### config.mk
export PLATFORM = sky130hd
export DESIGN_NAME = spi_text_tx_flat
export DESIGN_NICKNAME = d
export VERILOG_FILES = /design/src/rtl/spi_text_tx_if.sv /design/src/rtl/spi_text_tx.sv /design/src/flat_wrapper.sv
export SDC_FILE = /design/constraint.sdc
export NUM_CORES = 1
export LEC_CHECK = 0
export ABC_AREA = 1
export BUFFER_PORTS_ARGS = -buffer_cell sky130_fd_sc_hd__buf_2
export CAP_MARGIN = 0
export CORE_MARGIN = 1
export CORE_UTILIZATION = 67
export DETAILED_ROUTE_END_ITERATION = 12
export PLACE_DENSITY_LB_ADDON = 0.2
export RECOVER_POWER = 100
export REMOVE_ABC_BUFFERS = 1
export SLEW_MARGIN = 20
export SYNTH_ARGS = -nofsm -noshare
export SYNTH_HDL_FRONTEND = slang
export SYNTH_SLANG_ARGS = --single-unit
export TNS_END_PERCENT = 5
### constraint.sdc
create_clock -name clk -period 5.2 [get_ports clk]
set_clock_uncertainty 0.2 [all_clocks]
set_input_delay 1.56 -clock clk [delete_from_list [all_inputs] [get_ports clk]]
set_output_delay 1.56 -clock clk [all_outputs]
set_load 0.01 [all_outputs]
### src/rtl/spi_text_tx_if.sv
// spi_text_tx_if
//   Bundles the producer byte handshake and the SPI pins of spi_text_tx.
//   slave  : the transmitter's view (takes bytes, drives SPI and status).
//   master : the producer / observer view.
//   Signals:
//     tx_data[7:0]  byte to send
//     tx_valid      producer offers tx_data
//     tx_ready      FIFO can accept (push on tx_valid && tx_ready)
//     sclk          SPI clock, idles low
//     mosi          SPI data, MSB first
//     cs_n          SPI chip select, active-low, one window per byte
//     busy          FSM active or FIFO non-empty
//     fifo_level    FIFO occupancy
interface spi_text_tx_if #(
  parameter int FIFO_DEPTH = 16
) ();
  localparam int LW = $clog2(FIFO_DEPTH + 1);

  logic [7:0]    tx_data;
  logic          tx_valid;
  logic          tx_ready;
  logic          sclk;
  logic          mosi;
  logic          cs_n;
  logic          busy;
  logic [LW-1:0] fifo_level;

  modport master (
    output tx_data, tx_valid,
    input  tx_ready, sclk, mosi, cs_n, busy, fifo_level
  );

  modport slave (
    input  tx_data, tx_valid,
    output tx_ready, sclk, mosi, cs_n, busy, fifo_level
  );
endinterface

### src/rtl/spi_text_tx.sv
// spi_text_tx
//   SPI master transmitter for the text-display character link. Bytes from a
//   local producer are buffered in a FIFO and sent as SPI mode 0, MSB-first
//   frames, one cs_n window per byte. All outputs are registered.
//   Ports:
//     clk    core clock
//     rst_n  asynchronous active-low reset
//     bus    spi_text_tx_if.slave (tx_data/tx_valid/tx_ready handshake,
//            sclk/mosi/cs_n pins, busy, fifo_level)
//   Parameters:
//     CLK_DIV     SCLK half-period in clk cycles (2..255)
//     CS_GAP      clk cycles cs_n stays high between frames (1..255)
//     FIFO_DEPTH  FIFO entries, power of two (2..256)
module spi_text_tx #(
  parameter int CLK_DIV    = 8,
  parameter int CS_GAP     = 8,
  parameter int FIFO_DEPTH = 16
) (
  input  logic         clk,
  input  logic         rst_n,
  spi_text_tx_if.slave bus
);
  localparam int              AW       = $clog2(FIFO_DEPTH);
  localparam int              LW       = $clog2(FIFO_DEPTH + 1);
  localparam logic [7:0]      DIV_LOAD = 8'(CLK_DIV - 1);
  localparam logic [7:0]      GAP_LOAD = 8'(CS_GAP - 1);
  localparam logic [LW-1:0]   FULL     = LW'(FIFO_DEPTH);

  typedef enum logic [2:0] {
    S_IDLE, S_SETUP, S_HIGH, S_LOW, S_HOLD, S_GAP
  } state_t;

  state_t        r_state, w_state_nxt;

  logic [7:0]    r_mem [FIFO_DEPTH];
  logic [AW-1:0] r_wr_ptr, r_rd_ptr;
  logic [LW-1:0] r_level, w_level_nxt;
  logic          r_ready;
  logic          w_push, w_pop;

  logic [7:0]    r_div, w_div_nxt;
  logic          w_div_done;
  logic [2:0]    r_bit;
  logic [7:0]    r_shift;

  logic          r_sclk, r_cs_n, r_busy;
  logic          w_sclk_nxt, w_cs_n_nxt, w_busy_nxt;

  assign w_push     = bus.tx_valid && r_ready;
  // Pop looks at the registered level, so a byte pushed into an empty FIFO
  // is taken one cycle later at the earliest.
  assign w_pop      = (r_state == S_IDLE) && (r_level != '0);
  assign w_div_done = (r_div == '0);

  always_comb begin
    w_level_nxt = r_level + LW'(w_push) - LW'(w_pop);
  end

  always_ff @(posedge clk) begin
    if (w_push) r_mem[r_wr_ptr] <= bus.tx_data;
  end

  // State register and datapath registers.
  always_ff @(posedge clk or negedge rst_n) begin
    if (!rst_n) begin
      r_state  <= S_IDLE;
      r_div    <= '0;
      r_bit    <= '0;
      r_shift  <= '0;
      r_wr_ptr <= '0;
      r_rd_ptr <= '0;
      r_level  <= '0;
      r_ready  <= 1'b0;
      r_sclk   <= 1'b0;
      r_cs_n   <= 1'b1;
      r_busy   <= 1'b0;
    end else begin
      r_state <= w_state_nxt;
      r_div   <= w_div_nxt;
      r_level <= w_level_nxt;
      r_ready <= (w_level_nxt != FULL);
      r_sclk  <= w_sclk_nxt;
      r_cs_n  <= w_cs_n_nxt;
      r_busy  <= w_busy_nxt;
      if (w_push) r_wr_ptr <= r_wr_ptr + AW'(1);
      if (w_pop) begin
        r_rd_ptr <= r_rd_ptr + AW'(1);
        r_shift  <= r_mem[r_rd_ptr];
        r_bit    <= 3'd7;
      end else if ((r_state == S_HIGH) && (w_state_nxt == S_LOW)) begin
        r_shift <= {r_shift[6:0], 1'b0};
        r_bit   <= r_bit - 3'd1;
      end
    end
  end

  // Next-state logic; every timed state leaves when the divider reaches 0.
  always_comb begin
    w_state_nxt = r_state;
    case (r_state)
      S_IDLE:  if (r_level != '0) w_state_nxt = S_SETUP;
      S_SETUP: if (w_div_done)    w_state_nxt = S_HIGH;
      S_HIGH:  if (w_div_done)    w_state_nxt = (r_bit == '0) ? S_HOLD : S_LOW;
      S_LOW:   if (w_div_done)    w_state_nxt = S_HIGH;
      S_HOLD:  if (w_div_done)    w_state_nxt = S_GAP;
      S_GAP:   if (w_div_done)    w_state_nxt = S_IDLE;
      default:                    w_state_nxt = S_IDLE;
    endcase
  end

  // Output logic: pins are decoded from the next state and registered, so
  // each pin changes on the same edge as the state it belongs to.
  always_comb begin
    w_sclk_nxt = (w_state_nxt == S_HIGH);
    w_cs_n_nxt = (w_state_nxt == S_IDLE) || (w_state_nxt == S_GAP);
    w_busy_nxt = (w_state_nxt != S_IDLE) || (w_level_nxt != '0);
    w_div_nxt  = r_div;
    if (w_state_nxt != r_state)
      w_div_nxt = (w_state_nxt == S_GAP) ? GAP_LOAD : DIV_LOAD;
    else if (!w_div_done)
      w_div_nxt = r_div - 8'd1;
  end

  assign bus.tx_ready   = r_ready;
  assign bus.sclk       = r_sclk;
  assign bus.cs_n       = r_cs_n;
  assign bus.mosi       = r_shift[7];
  assign bus.busy       = r_busy;
  assign bus.fifo_level = r_level;
endmodule

### src/flat_wrapper.sv
// flat-port wrapper written by rule: the top's interface ports become plain ports
module spi_text_tx_flat 
#(
  parameter int CLK_DIV    = 8,
  parameter int CS_GAP     = 8,
  parameter int FIFO_DEPTH = 16
)
  (clk, rst_n, bus_tx_data, bus_tx_valid, bus_tx_ready, bus_sclk, bus_mosi, bus_cs_n, bus_busy, bus_fifo_level);
  spi_text_tx_if #(.FIFO_DEPTH(FIFO_DEPTH)) bus_i ();
  input  logic clk;
  input  logic rst_n;
  input wire logic [$bits(bus_i.tx_data)-1:0] bus_tx_data;
  input wire logic [$bits(bus_i.tx_valid)-1:0] bus_tx_valid;
  output wire logic [$bits(bus_i.tx_ready)-1:0] bus_tx_ready;
  output wire logic [$bits(bus_i.sclk)-1:0] bus_sclk;
  output wire logic [$bits(bus_i.mosi)-1:0] bus_mosi;
  output wire logic [$bits(bus_i.cs_n)-1:0] bus_cs_n;
  output wire logic [$bits(bus_i.busy)-1:0] bus_busy;
  output wire logic [$bits(bus_i.fifo_level)-1:0] bus_fifo_level;
  assign bus_i.tx_data = bus_tx_data;
  assign bus_i.tx_valid = bus_tx_valid;
  assign bus_tx_ready = bus_i.tx_ready;
  assign bus_sclk = bus_i.sclk;
  assign bus_mosi = bus_i.mosi;
  assign bus_cs_n = bus_i.cs_n;
  assign bus_busy = bus_i.busy;
  assign bus_fifo_level = bus_i.fifo_level;
  spi_text_tx #(.CLK_DIV(CLK_DIV), .CS_GAP(CS_GAP), .FIFO_DEPTH(FIFO_DEPTH)) u_core (.clk(clk), .rst_n(rst_n), .bus(bus_i));
endmodule
==> Word level (Yosys, flattened, before mapping) <==
Memory sizes are Yosys's and may differ from the RTL's.
Cells that the tools add are included.
{ "op_classes": {"n_addsub": 6, "mul": 0, "div": 0, "order_cmp": 0, "eq_ne": 11, "shifts": 0, "muxes": 15, "bitwise": 0, "reduce_logical": 14} }
{ "op_table": {"columns": ["op", "n"], "rows": [
  ["2-to-1 mux 8 bit", 4],
  ["2-to-1 mux 3 bit", 8],
  ["one-hot mux 3 bit (5 select lines)", 1],
  ["== test 3 x 2 -> 1 bit, second input constant", 4],
  ["nonzero test 5 bit", 2],
  ["== test 3 bit, second input constant", 3],
  ["zero test 3 bit", 3],
  ["adder 4 x 1 -> 4 bit, second input constant", 2],
  ["zero test 8 bit", 1],
  ["subtractor 8 x 1 -> 8 bit, second input constant", 1],
  ["adder 5 x 1 -> 5 bit", 1],
  ["inequality test 5 bit, second input constant", 1],
  ["subtractor 5 x 1 -> 5 bit", 1],
  ["== test 3 x 1 -> 1 bit, second input constant", 1],
  ["logical AND 1 bit", 3],
  ["inequality test 3 bit", 1],
  ["nonzero test 3 bit", 1],
  ["subtractor 3 x 1 -> 3 bit, second input constant", 1],
  ["logical OR 1 bit", 2],
  ["2-to-1 mux 1 bit", 2],
  ["inequality test 2 bit, second input constant", 1],
  ["nonzero test 2 bit", 1],
  ["OR reduction 2 bit", 1]
]} }
{ "totals": {"register_bits": 39, "latch_bits": 0, "mem_bits_rw": 128, "romBits": 0, "input_bits": 11, "output_inout_bits": 10, "elab_cells": 58, "memories": 1} }
{ "memory_table": {"columns": ["memory", "words", "width", "read_ports", "rd_ports_with_merged_regs", "write_ports", "line", "text"], "rows": [
  ["u_core.r_mem", 16, 8, 1, 0, 1, "spi_text_tx.sv:35", "logic [7:0] r_mem [FIFO_DEPTH];"]
]} }

==> Longest topological paths before layout <==
Gate-level depths: netlist of run 1.
{ "depth": {"word_depth": 8, "mapped_depth": 16} }

==> Worst setup path before layout of run 1 <==
No wires, ideal clock.
{ "synth_path": {"path_kind": "in2reg", "startpoint": "input port bus_tx_valid", "endpoint": "register u_core.r_busy (netlist: u_core.bus.busy)", "setup_ns": 0.129, "t_arrival_ns": 2.917, "slack_ns": 1.955, "stages": 10, "path_buffers": 0, "cell_sequence": "nand2_1 clkinv_1 ha_1 inv_1 fa_1 o21ai_0 a21oi_1 xor2_1 nor2_1 nand3_1"} }
{ "synth_between": {"elab_chain_len": 5} }
{ "synth_lines": {"columns": ["item", "line", "text"], "rows": [
  ["start, declared", "flat_wrapper.sv:13", "input wire logic [$bits(bus_i.tx_valid)-1:0] bus_tx_valid;"],
  ["logical AND 1 bit", "spi_text_tx.sv:49", "assign w_push = bus.tx_valid && r_ready;"],
  ["named net u_core.w_push", "spi_text_tx.sv:39", "logic w_push, w_pop;"],
  ["adder 5 x 1 -> 5 bit", "spi_text_tx.sv:56", "w_level_nxt = r_level + LW'(w_push) - LW'(w_pop);"],
  ["subtractor 5 x 1 -> 5 bit", "spi_text_tx.sv:56", null],
  ["named net u_core.w_level_nxt[4]", "spi_text_tx.sv:37", "logic [LW-1:0] r_level, w_level_nxt;"],
  ["nonzero test 5 bit", "spi_text_tx.sv:116", "w_busy_nxt = (w_state_nxt != S_IDLE) || (w_level_nxt != '0);"],
  ["logical OR 1 bit", "spi_text_tx.sv:116", null],
  ["named net u_core.w_busy_nxt", "spi_text_tx.sv:47", "logic w_sclk_nxt, w_cs_n_nxt, w_busy_nxt;"],
  ["end signal, assigned", "spi_text_tx.sv:84", "r_busy <= w_busy_nxt;"],
  ["end, declared", "spi_text_tx.sv:46", "logic r_sclk, r_cs_n, r_busy;"]
]} }
The timed path passes the listed nets, and every way through them passes these cells.
A chain may end at the register's enable or synchronous reset.

==> Worst setup path after layout of run 1 <==
{ "layout_path": {"startpoint": "register u_core.r_state[0]", "endpoint": "register u_core.r_busy (netlist: u_core.bus.busy)"} }
{ "layout_between": {"elab_chain_len": 5, "elab_cells_between_ends": 18, "cone_classes": "add/sub (1); eq/ne (5); mux (6); reduce/logical (6)"} }
{ "layout_lines": {"columns": ["item", "line", "text"], "rows": [
  ["start, declared", "spi_text_tx.sv:33", "state_t r_state, w_state_nxt;"],
  ["start signal, assigned", "spi_text_tx.sv:78", "r_state <= w_state_nxt;"],
  ["zero test 3 bit", "spi_text_tx.sv:52", "assign w_pop = (r_state == S_IDLE) && (r_level != '0);"],
  ["logical AND 1 bit", "spi_text_tx.sv:52", null],
  ["subtractor 5 x 1 -> 5 bit", "spi_text_tx.sv:56", null],
  ["named net u_core.w_level_nxt[4]", "spi_text_tx.sv:37", null],
  ["nonzero test 5 bit", "spi_text_tx.sv:116", null],
  ["logical OR 1 bit", "spi_text_tx.sv:116", null],
  ["named net u_core.w_busy_nxt", "spi_text_tx.sv:47", null]
]} }
The timed path passes the listed nets, and every way through them passes these cells.

==> results of run 1 <==
## final cells by class
cell class / instances / area (um2) / area share, %
clock buffer: 21 / 429 / 5.28
clock inverter: 11 / 221 / 2.72
tap: 140 / 175 / 2.15
multi-input combinational: 424 / 2140 / 26.4
sequential: 167 / 4820 / 59.3
inverter: 66 / 248 / 3.05
timing repair buffer: 22 / 91.3 / 1.12
## through the flow
stage / utilization [%] / power, W / area [um2] / worst slack, ps / instances
after floorplan: - / 0.00197 / 7280 / 1950 / 657
after global placement: 69.8 / 0.00211 / 7570 / 1710 / 819
after detailed placement: 69.8 / 0.00215 / 7570 / 1560 / 819
after CTS: 75.8 / 0.00351 / 8220 / 1890 / 851
after global routing: 75.0 / 0.00363 / 8130 / 1260 / 851
final: 75.0 / 0.00350 / 8130 / 1540 / 851
## how the worst min path moves through the flow
stage	startpoint	to	cells past startpoint
floorplan	u_core.r_shift[6]	u_core.r_shift[6]	2
global placement	u_core.r_shift[7]	u_core.r_shift[7]	2
detailed placement	u_core.r_shift[7]	u_core.r_shift[7]	2
CTS	u_core.r_shift[7]	u_core.r_shift[7]	2
global route	u_core.r_shift[6]	u_core.r_shift[6]	2
finish	u_core.r_shift[7]	u_core.r_shift[7]	2
## registers in the layout, indices dropped and copies added, names as in the netlist
register / count
u_core.r_rd_ptr: 4
u_core.bus.cs_n: 1
u_core.bus.busy: 1
u_core.bus.sclk: 1
u_core.r_shift: 8
u_core.r_wr_ptr: 4
u_core.r_bit: 3
u_core.bus.tx_ready: 1
u_core.r_mem: 128
u_core.bus.fifo_level: 5
u_core.r_div: 8
u_core.r_state: 3
## cell usage in the layout (no fill, tap or decap), drive strengths merged
| cell | synthesis | layout |
|---|---|---|
| edfxtp | 128 | 128 |
| nor2 | 126 | 126 |
| nand2 | 110 | 110 |
| o21ai | 71 | 71 |
| inv | 63 | 64 |
| nand3 | 57 | 57 |
| clkbuf | 8 | 40 |
| dfrtp | 38 | 38 |
| ha | 14 | 14 |
| xor2 | 13 | 13 |
| o211ai | 12 | 12 |
| a21oi | 9 | 9 |
| nand4 | 7 | 7 |
| bufinv | 0 | 6 |
| clkinv | 3 | 5 |
| buf | 19 | 3 |
| clkinvlp | 0 | 2 |
| nand3b | 1 | 1 |
| xnor2 | 1 | 1 |
| nor3 | 1 | 1 |
| or2 | 1 | 1 |
| fa | 1 | 1 |
| dfstp | 1 | 1 |
## power breakdown
| part | internal, W | switching (W) |
|---|---|---|
| clock | 0.000881 | 0.000494 |
| combinational | 0.000132 | 0.000332 |
| sequential | 0.00160 | 0.0000646 |
## per-layer routing
| layer | global-route usage (%) | vias to the layer above | share of wire, % |
|---|---|---|---|
| met5 | 0 | - | 0 |
| met1 | 40.3 | 2415 | 41 |
| met4 | 12.3 | 0 | 2.7 |
| li1 | - | 2332 | - |
| met3 | 8.05 | 47 | 8.2 |
| met2 | 47.9 | 278 | 48 |
## critical path: stages (launching register included)
cell	delay, ps
sky130_fd_sc_hd__dfrtp_1	420
sky130_fd_sc_hd__inv_1	170
sky130_fd_sc_hd__nand2_1	110
sky130_fd_sc_hd__nor2_1	110
sky130_fd_sc_hd__nand2_1	230
sky130_fd_sc_hd__inv_1	520
sky130_fd_sc_hd__ha_1	340
sky130_fd_sc_hd__inv_1	50
sky130_fd_sc_hd__ha_1	180
sky130_fd_sc_hd__inv_1	70
sky130_fd_sc_hd__fa_1	410
sky130_fd_sc_hd__o21ai_0	200
sky130_fd_sc_hd__a21oi_1	110
sky130_fd_sc_hd__xor2_1	180
sky130_fd_sc_hd__nor2_1	150
sky130_fd_sc_hd__nand3_1	80
## cells by family (layout without fill, tap and decap cells)
group	Yosys count	count (layout)	synth area share (%)
simple gates	303	303	18.8
fa+ha+maj	15	15	2.63
flops	167	167	64.9
buf+inv	93	120	5.39
compound gates	92	92	6.60
xor+xnor	14	14	1.65
==> flow_summary.html, run 1 <==
<table>
<tr><th>Metric</th><th>Value</th></tr>
<tr><th colspan="2">Status</th></tr>
<tr><td>Outcome</td><td>finished with violations</td></tr>
<tr><td>Violated checks</td><td>max-capacitance violations, max-slew violations</td></tr>
<tr><th colspan="2">Cells and area</th></tr>
<tr><td>Net count, final</td><td>between 700 and 800</td></tr>
<tr><td>Synth-to-layout area growth</td><td>9.41%</td></tr>
<tr><td>Layout cells sized above 1</td><td>around 8.7%</td></tr>
<tr><td>Number of fill cells</td><td>between 700 and 800</td></tr>
<tr><td>Antenna diode count</td><td>0</td></tr>
<tr><th colspan="2">Timing</th></tr>
<tr><td>Hold Fails Final Rpt</td><td>0</td></tr>
<tr><td>Worst slew margin relative to its limit</td><td>-46.7%</td></tr>
<tr><td>Setup repair after global routing missed its margin</td><td>no</td></tr>
<tr><td>Setup tns final</td><td>0 ps</td></tr>
<tr><td>Period utilisation layout</td><td>between 70% and 80%</td></tr>
<tr><td>Final critical-path required period</td><td>3660 ps</td></tr>
<tr><td>Final setup vio count</td><td>0</td></tr>
<tr><td>Slew at the pin closest to its max-slew limit</td><td>~2200 ps</td></tr>
<tr><td>Worst hold margin</td><td>325 ps</td></tr>
<tr><td>Max Fclk</td><td>between 200 and 300 MHz</td></tr>
<tr><td>Fin. max-slew vios</td><td>100</td></tr>
<tr><th colspan="2">Setup path</th></tr>
<tr><td>Logic depth of the worst register-to-register path</td><td>15</td></tr>
<tr><td>Slack of the worst reg-to-reg path</td><td>1540 ps</td></tr>
<tr><td>Kind of capture point of the worst setup path</td><td>register</td></tr>
<tr><td>Worst setup path end</td><td>u_core.bus.busy</td></tr>
<tr><td>CP startpoint kind</td><td>register</td></tr>
<tr><td>Startpoint of the lowest-slack register-to-register path</td><td>u_core.r_state[0]</td></tr>
<tr><td>Data arrival time of the critical path</td><td>roughly 3900 ps</td></tr>
<tr><td>Reg2reg end</td><td>u_core.bus.busy</td></tr>
<tr><td>Crit Path Class</td><td>reg -&gt; reg</td></tr>
<tr><td>CP startpoint</td><td>u_core.r_state[0]</td></tr>
<tr><td>Crit-path max FO</td><td>20</td></tr>
<tr><td>Crit path required time</td><td>around 5400 ps</td></tr>
<tr><th colspan="2">Floorplan</th></tr>
<tr><td>Starting density of the core</td><td>between 60 and 70%</td></tr>
<tr><td>Die outline height</td><td>107 um</td></tr>
<tr><td>Area enclosed by the die boundary</td><td>about 12000 um2</td></tr>
<tr><td>Ports placed on the boundary</td><td>21</td></tr>
<tr><td>Horizontal extent of the die</td><td>roughly 110 um</td></tr>
<tr><td>Std cell rows</td><td>38</td></tr>
<tr><td>Area of the core</td><td>between 10000 and 15000 um2</td></tr>
<tr><th colspan="2">Logic synthesis</th></tr>
<tr><td>Most repeated cell in the gate-level netlist after synthesis</td><td>sky130_fd_sc_hd__edfxtp_1</td></tr>
<tr><td>Post-synth ARST share</td><td>23.4%</td></tr>
<tr><td>Synth Instances</td><td>about 700</td></tr>
<tr><td>Share of the yosys chip area belonging to registers</td><td>around two thirds</td></tr>
<tr><td>Number of enable-type register cells in the synthesized netlist</td><td>between 100 and 150</td></tr>
<tr><td>Most instantiated flip-flop cell in the synthesis netlist</td><td>sky130_fd_sc_hd__edfxtp_1</td></tr>
<tr><td>Mean post-synth cell area</td><td>about 11 um2</td></tr>
<tr><td>Unique masters post-synth</td><td>33</td></tr>
<tr><td>Post-synthesis cell type with the largest combined area</td><td>sky130_fd_sc_hd__edfxtp_1</td></tr>
<tr><td>Netlist Area Pre-Place</td><td>between 7000 and 8000 um2</td></tr>
<tr><td>Yosys synthesis warning count</td><td>0</td></tr>
<tr><td>Synth top area share</td><td>51.7%</td></tr>
<tr><td>Area contributors post-synth</td><td>sky130_fd_sc_hd__edfxtp_1 52%, sky130_fd_sc_hd__dfrtp_1 13%, sky130_fd_sc_hd__nor2_1 5.8%</td></tr>
<tr><td>Synth Register Bits</td><td>between 150 and 200</td></tr>
<tr><td>Synth top cells by count</td><td>128 x sky130_fd_sc_hd__edfxtp_1, 115 x sky130_fd_sc_hd__nor2_1, 99 x sky130_fd_sc_hd__nand2_1</td></tr>
<tr><th colspan="2">Clock network</th></tr>
<tr><td>Clock Pin Slew Worst Setup and Hold Paths</td><td>around 70 ps</td></tr>
<tr><td>Clock tree from TritonCTS</td><td>yes</td></tr>
<tr><td>Number of gates resized after CTS</td><td>0</td></tr>
<tr><td>Buffers inserted during post-CTS setup optimization</td><td>0</td></tr>
<tr><td>Number of buffers added to fix hold violations after cts</td><td>0</td></tr>
<tr><td>Root Buffer</td><td>sky130_fd_sc_hd__clkbuf_8</td></tr>
<tr><td>Count of clock tree sinks</td><td>167</td></tr>
<tr><td>Clock latency at the later pin of the worst-skew pair</td><td>between 500 and 600 ps</td></tr>
<tr><td>Clock buffer depth</td><td>2</td></tr>
<tr><td>Number of levels the H-tree was split into</td><td>4</td></tr>
<tr><td>Number of clock buffers inserted by TritonCTS</td><td>17</td></tr>
<tr><th colspan="2">GRT</th></tr>
<tr><td>Number of antenna violations at the first check in global routing</td><td>0</td></tr>
<tr><td>Global-route wire length before repair</td><td>24800 um</td></tr>
<tr><td>Number of global-route vias before repair</td><td>roughly 4800</td></tr>
<tr><td>GRT overflow</td><td>0</td></tr>
<tr><td>Maximum number of pins on one net before global-route repair</td><td>74</td></tr>
<tr><td>Global router's overall resource usage</td><td>30.3%</td></tr>
<tr><th colspan="2">Route</th></tr>
<tr><td>Detailed router's first-iteration violation count</td><td>533</td></tr>
<tr><td>Remaining DRCs</td><td>0</td></tr>
<tr><td>Antenna-violating nets left</td><td>0</td></tr>
<tr><td>Via count</td><td>approximately 5100</td></tr>
<tr><td>First-pass detailed-route iteration total</td><td>5</td></tr>
<tr><td>Number of vias per cell after detailed routing</td><td>just under 6</td></tr>
<tr><td>Final routed wirelength across all metal layers</td><td>about 16000 um</td></tr>
<tr><td>Average detailed-routed wire length per instance</td><td>18.8 um</td></tr>
<tr><th colspan="2">Power</th></tr>
<tr><td>Power per unit of standard cell area</td><td>about 430 nW/um2</td></tr>
<tr><td>Worst vdd ir</td><td>between 300 and 400 uV</td></tr>
<tr><td>Leakage power summed over all cells</td><td>roughly 3.2 nW</td></tr>
<tr><th colspan="2">Place</th></tr>
<tr><td>IO buf count</td><td>20</td></tr>
<tr><td>Routability congestion estimate from global placement</td><td>between 0.9 and 1</td></tr>
<tr><td>Estimated wirelength of the detail-placed design</td><td>slightly above 10000 um</td></tr>
<tr><th colspan="2">Run</th></tr>
<tr><td>Number of max-capacitance violations reported</td><td>2</td></tr>
<tr><th colspan="2">Min path</th></tr>
<tr><td>Min-Delay Path Class</td><td>reg -&gt; reg</td></tr>
</table>
No activity file was read; power rests on OpenSTA's default activity.
==> run 2, diff against run 1 <==
--- a/config.mk
+++ b/config.mk
@@ -9,7 +9,7 @@
 export BUFFER_PORTS_ARGS = -buffer_cell sky130_fd_sc_hd__buf_2
 export CAP_MARGIN = 0
 export CORE_MARGIN = 1
-export CORE_UTILIZATION = 67
+export CORE_UTILIZATION = 56
 export DETAILED_ROUTE_END_ITERATION = 12
 export PLACE_DENSITY_LB_ADDON = 0.2
 export RECOVER_POWER = 100
==> constraint.sdc (replaced) <==
create_clock -name clk -period 3.2 [get_ports clk]
set_clock_uncertainty 0.2 [all_clocks]
set_input_delay 0.96 -clock clk [delete_from_list [all_inputs] [get_ports clk]]
set_output_delay 0.96 -clock clk [all_outputs]
set_load 0.01 [all_outputs]
==> flow_summary.html, run 2 (synthesized netlist as in run 1, its figures left out) <==
<table>
<tr><th>Metric</th><th>Value</th></tr>
<tr><th colspan="2">Status</th></tr>
<tr><td>Outcome</td><td>finished, final reports clean (was finished with violations)</td></tr>
<tr><th colspan="2">Timing</th></tr>
<tr><td>Worst hold margin</td><td>333 ps (was 325 ps)</td></tr>
<tr><td>Period utilisation layout</td><td>92.8% (was 70.5%)</td></tr>
<tr><td>Worst slew margin relative to its limit</td><td>7.42% (was -46.7%)</td></tr>
<tr><td>Final critical-path required period</td><td>2970 ps (was 3660 ps)</td></tr>
<tr><td>Hold Fails Final Rpt</td><td>0 (unchanged)</td></tr>
<tr><td>Setup tns final</td><td>0 ps (unchanged)</td></tr>
<tr><td>Max Fclk</td><td>337 MHz (was 273 MHz)</td></tr>
<tr><td>Fin. max-slew vios</td><td>0 (was 100)</td></tr>
<tr><td>Setup repair after global routing missed its margin</td><td>no (unchanged)</td></tr>
<tr><td>Final setup vio count</td><td>0 (unchanged)</td></tr>
<tr><td>Slew at the pin closest to its max-slew limit</td><td>1390 ps (was 2200 ps)</td></tr>
<tr><th colspan="2">Power</th></tr>
<tr><td>Leakage power summed over all cells</td><td>3.19 nW (was 3.18 nW)</td></tr>
<tr><td>Power per unit of standard cell area</td><td>681 nW/um2 (was 431 nW/um2)</td></tr>
<tr><td>Worst vdd ir</td><td>528 uV (was 374 uV)</td></tr>
<tr><th colspan="2">Route</th></tr>
<tr><td>Number of vias per cell after detailed routing</td><td>5.57 (was 5.96)</td></tr>
<tr><td>Via count</td><td>4964 (was 5072)</td></tr>
<tr><td>First-pass detailed-route iteration total</td><td>5 (unchanged)</td></tr>
<tr><td>Antenna-violating nets left</td><td>0 (unchanged)</td></tr>
<tr><td>Remaining DRCs</td><td>0 (unchanged)</td></tr>
<tr><td>Detailed router's first-iteration violation count</td><td>410 (was 533)</td></tr>
<tr><td>Final routed wirelength across all metal layers</td><td>16300 um (was 16000 um)</td></tr>
<tr><td>Average detailed-routed wire length per instance</td><td>18.3 um (was 18.8 um)</td></tr>
<tr><th colspan="2">Setup path</th></tr>
<tr><td>Kind of capture point of the worst setup path</td><td>register (unchanged)</td></tr>
<tr><td>Data arrival time of the critical path</td><td>3070 ps (was 3860 ps)</td></tr>
<tr><td>Startpoint of the lowest-slack register-to-register path</td><td>u_core.bus.fifo_level[3] (was u_core.r_state[0])</td></tr>
<tr><td>CP startpoint kind</td><td>register (unchanged)</td></tr>
<tr><td>CP startpoint</td><td>u_core.bus.fifo_level[3] (was u_core.r_state[0])</td></tr>
<tr><td>Slack of the worst reg-to-reg path</td><td>230 ps (was 1540 ps)</td></tr>
<tr><td>Crit Path Class</td><td>reg -&gt; reg (unchanged)</td></tr>
<tr><td>Crit-path max FO</td><td>10 (was 20)</td></tr>
<tr><td>Crit path required time</td><td>3300 ps (was 5400 ps)</td></tr>
<tr><th colspan="2">Cells and area</th></tr>
<tr><td>Layout cells sized above 1</td><td>10.0% (was 8.72%)</td></tr>
<tr><td>Storage cell area</td><td>4820 um2 (unchanged)</td></tr>
<tr><td>Largest registers in the final layout</td><td>u_core.r_mem x128, u_core.r_div x8, u_core.r_shift x8 (unchanged)</td></tr>
<tr><td>Synth-to-layout area growth</td><td>10.1% (was 9.41%)</td></tr>
<tr><td>Leading cell types in the layout, fill and taps excluded</td><td>128 x sky130_fd_sc_hd__edfxtp_1, 115 x sky130_fd_sc_hd__nor2_1, 101 x sky130_fd_sc_hd__nand2_1 (was 128 x sky130_fd_sc_hd__edfxtp_1, 116 x sky130_fd_sc_hd__nor2_1, 103 x sky130_fd_sc_hd__nand2_1)</td></tr>
<tr><td>Utilization after layout</td><td>64.1% (was 75.0%)</td></tr>
<tr><td>Most frequent standard cell in the layout excluding fill and tap cells</td><td>sky130_fd_sc_hd__edfxtp_1 (unchanged)</td></tr>
<tr><td>Area used by multi-input combinational logic</td><td>2150 um2 (was 2140 um2)</td></tr>
<tr><td>Antenna diode count</td><td>0 (unchanged)</td></tr>
<tr><td>Max reg flops</td><td>128 (unchanged)</td></tr>
<tr><td>Net count, final</td><td>732 (was 724)</td></tr>
<tr><td>Most flops, register</td><td>u_core.r_mem (unchanged)</td></tr>
<tr><td>Number of fill cells</td><td>985 (was 710)</td></tr>
<tr><th colspan="2">Clock network</th></tr>
<tr><td>Clock tree from TritonCTS</td><td>yes (unchanged)</td></tr>
<tr><td>Clock latency at the later pin of the worst-skew pair</td><td>420 ps (was 530 ps)</td></tr>
<tr><td>Clock buffer depth</td><td>2 (unchanged)</td></tr>
<tr><td>Root Buffer</td><td>sky130_fd_sc_hd__clkbuf_16 (was sky130_fd_sc_hd__clkbuf_8)</td></tr>
<tr><td>Number of levels the H-tree was split into</td><td>4 (unchanged)</td></tr>
<tr><td>Number of clock buffers inserted by TritonCTS</td><td>17 (unchanged)</td></tr>
<tr><td>Count of clock tree sinks</td><td>167 (unchanged)</td></tr>
<tr><td>Clock Pin Slew Worst Setup and Hold Paths</td><td>60 ps (was 70 ps)</td></tr>
<tr><td>Number of buffers added to fix hold violations after cts</td><td>0 (unchanged)</td></tr>
<tr><th colspan="2">Place</th></tr>
<tr><td>Estimated wirelength of the detail-placed design</td><td>10300 um (was 10100 um)</td></tr>
<tr><td>IO buf count</td><td>20 (unchanged)</td></tr>
<tr><td>Routability congestion estimate from global placement</td><td>0.857 (was 0.977)</td></tr>
<tr><th colspan="2">GRT</th></tr>
<tr><td>Maximum number of pins on one net before global-route repair</td><td>73 (was 74)</td></tr>
<tr><td>Number of antenna violations at the first check in global routing</td><td>0 (unchanged)</td></tr>
<tr><td>Global router's overall resource usage</td><td>26.0% (was 30.3%)</td></tr>
<tr><td>GRT overflow</td><td>0 (unchanged)</td></tr>
<tr><td>Global-route wire length before repair</td><td>25400 um (was 24800 um)</td></tr>
<tr><td>Number of global-route vias before repair</td><td>4881 (was 4761)</td></tr>
<tr><th colspan="2">Floorplan</th></tr>
<tr><td>Starting density of the core</td><td>58.2% (was 68.5%)</td></tr>
<tr><td>Std cell rows</td><td>41 (was 38)</td></tr>
<tr><td>Ports placed on the boundary</td><td>21 (unchanged)</td></tr>
<tr><td>Horizontal extent of the die</td><td>117 um (was 107 um)</td></tr>
<tr><td>Area of the core</td><td>12800 um2 (was 10800 um2)</td></tr>
<tr><td>Area enclosed by the die boundary</td><td>13700 um2 (was 11500 um2)</td></tr>
<tr><td>Die outline height</td><td>117 um (was 107 um)</td></tr>
<tr><th colspan="2">Min path</th></tr>
<tr><td>Hold Path Origin</td><td>u_core.r_bit[2] (was u_core.r_shift[7])</td></tr>
<tr><td>Min-Delay Path Class</td><td>reg -&gt; reg (unchanged)</td></tr>
<tr><th colspan="2">Run</th></tr>
<tr><td>Number of max-capacitance violations reported</td><td>0 (was 2)</td></tr>
</table>
run 2: repair_timing:
| action | 4_1_cts | 5_1_grt |
|---|---|---|
| hold endpoints to repair | 0 | 0 |
| buffers inserted | 0 | 0 |
| setup endpoints to repair | 0 | 1 |
| resized for setup | 0 | 1 |
run 2: power by group:
group	total, W	internal (W)	switching, W
combinational	0.000762	0.000219	0.000543
clock	0.00212	0.00130	0.000817
sequential	0.00269	0.00260	0.0000984
total	0.00557	0.00412	0.00146
run 2: worst max-delay path, cell delays in order, from the launching register on:
cell	delay [ps]
sky130_fd_sc_hd__dfrtp_1	410
sky130_fd_sc_hd__inv_1	90
sky130_fd_sc_hd__ha_1	140
sky130_fd_sc_hd__nand3_1	110
sky130_fd_sc_hd__nand2_4	140
sky130_fd_sc_hd__inv_1	70
sky130_fd_sc_hd__ha_1	260
sky130_fd_sc_hd__inv_1	60
sky130_fd_sc_hd__ha_1	160
sky130_fd_sc_hd__inv_1	60
sky130_fd_sc_hd__fa_1	470
sky130_fd_sc_hd__inv_1	50
sky130_fd_sc_hd__nor3_1	280
sky130_fd_sc_hd__nand2_1	100
sky130_fd_sc_hd__nor2_1	130
sky130_fd_sc_hd__nand3_1	90
run 2: path summary, 6_finish.rpt:
check                                      to  cells after the start
max                           u_core.bus.busy                     15
min                           u_core.r_bit[2]                      2
max reg2reg                   u_core.bus.busy                     15
min reg2reg                   u_core.r_bit[2]                      2
max in group asynchronous  u_core.r_rd_ptr[0]                      1
min in group asynchronous     u_core.r_div[3]                      1
run 2: area by class of cell:
| type | count | area share (%) |
|---|---|---|
| Clock buffer | 19 | 5.29 |
| Inverter | 66 | 3.03 |
| Clock inverter | 13 | 2.20 |
| Multi-Input combinational cell | 424 | 26.3 |
| Sequential cell | 167 | 58.9 |
| Timing Repair Buffer | 30 | 1.65 |
| Tap cell | 172 | 2.63 |
run 2: metal layers:
layer  vias up  routed length [um]  track usage, %  part of all wire (%)
li1       2345                   -               -                     -
met1      2388                7080            36.2                    43
met2       197                7680            39.4                    47
met3        34                1180            5.05                   7.2
met4         0                 357            12.7                   2.2
met5         -                   0               0                     0
run 2: per-stage QoR:
step	setup slack [ps]	total power, W	std cells	area, um2
global placement	311	0.00345	859	7670
global route	32.2	0.00579	891	8180
detailed placement	191	0.00350	859	7670
floorplan	348	0.00321	657	7280
finish	232	0.00557	891	8180
CTS	180	0.00560	891	8280
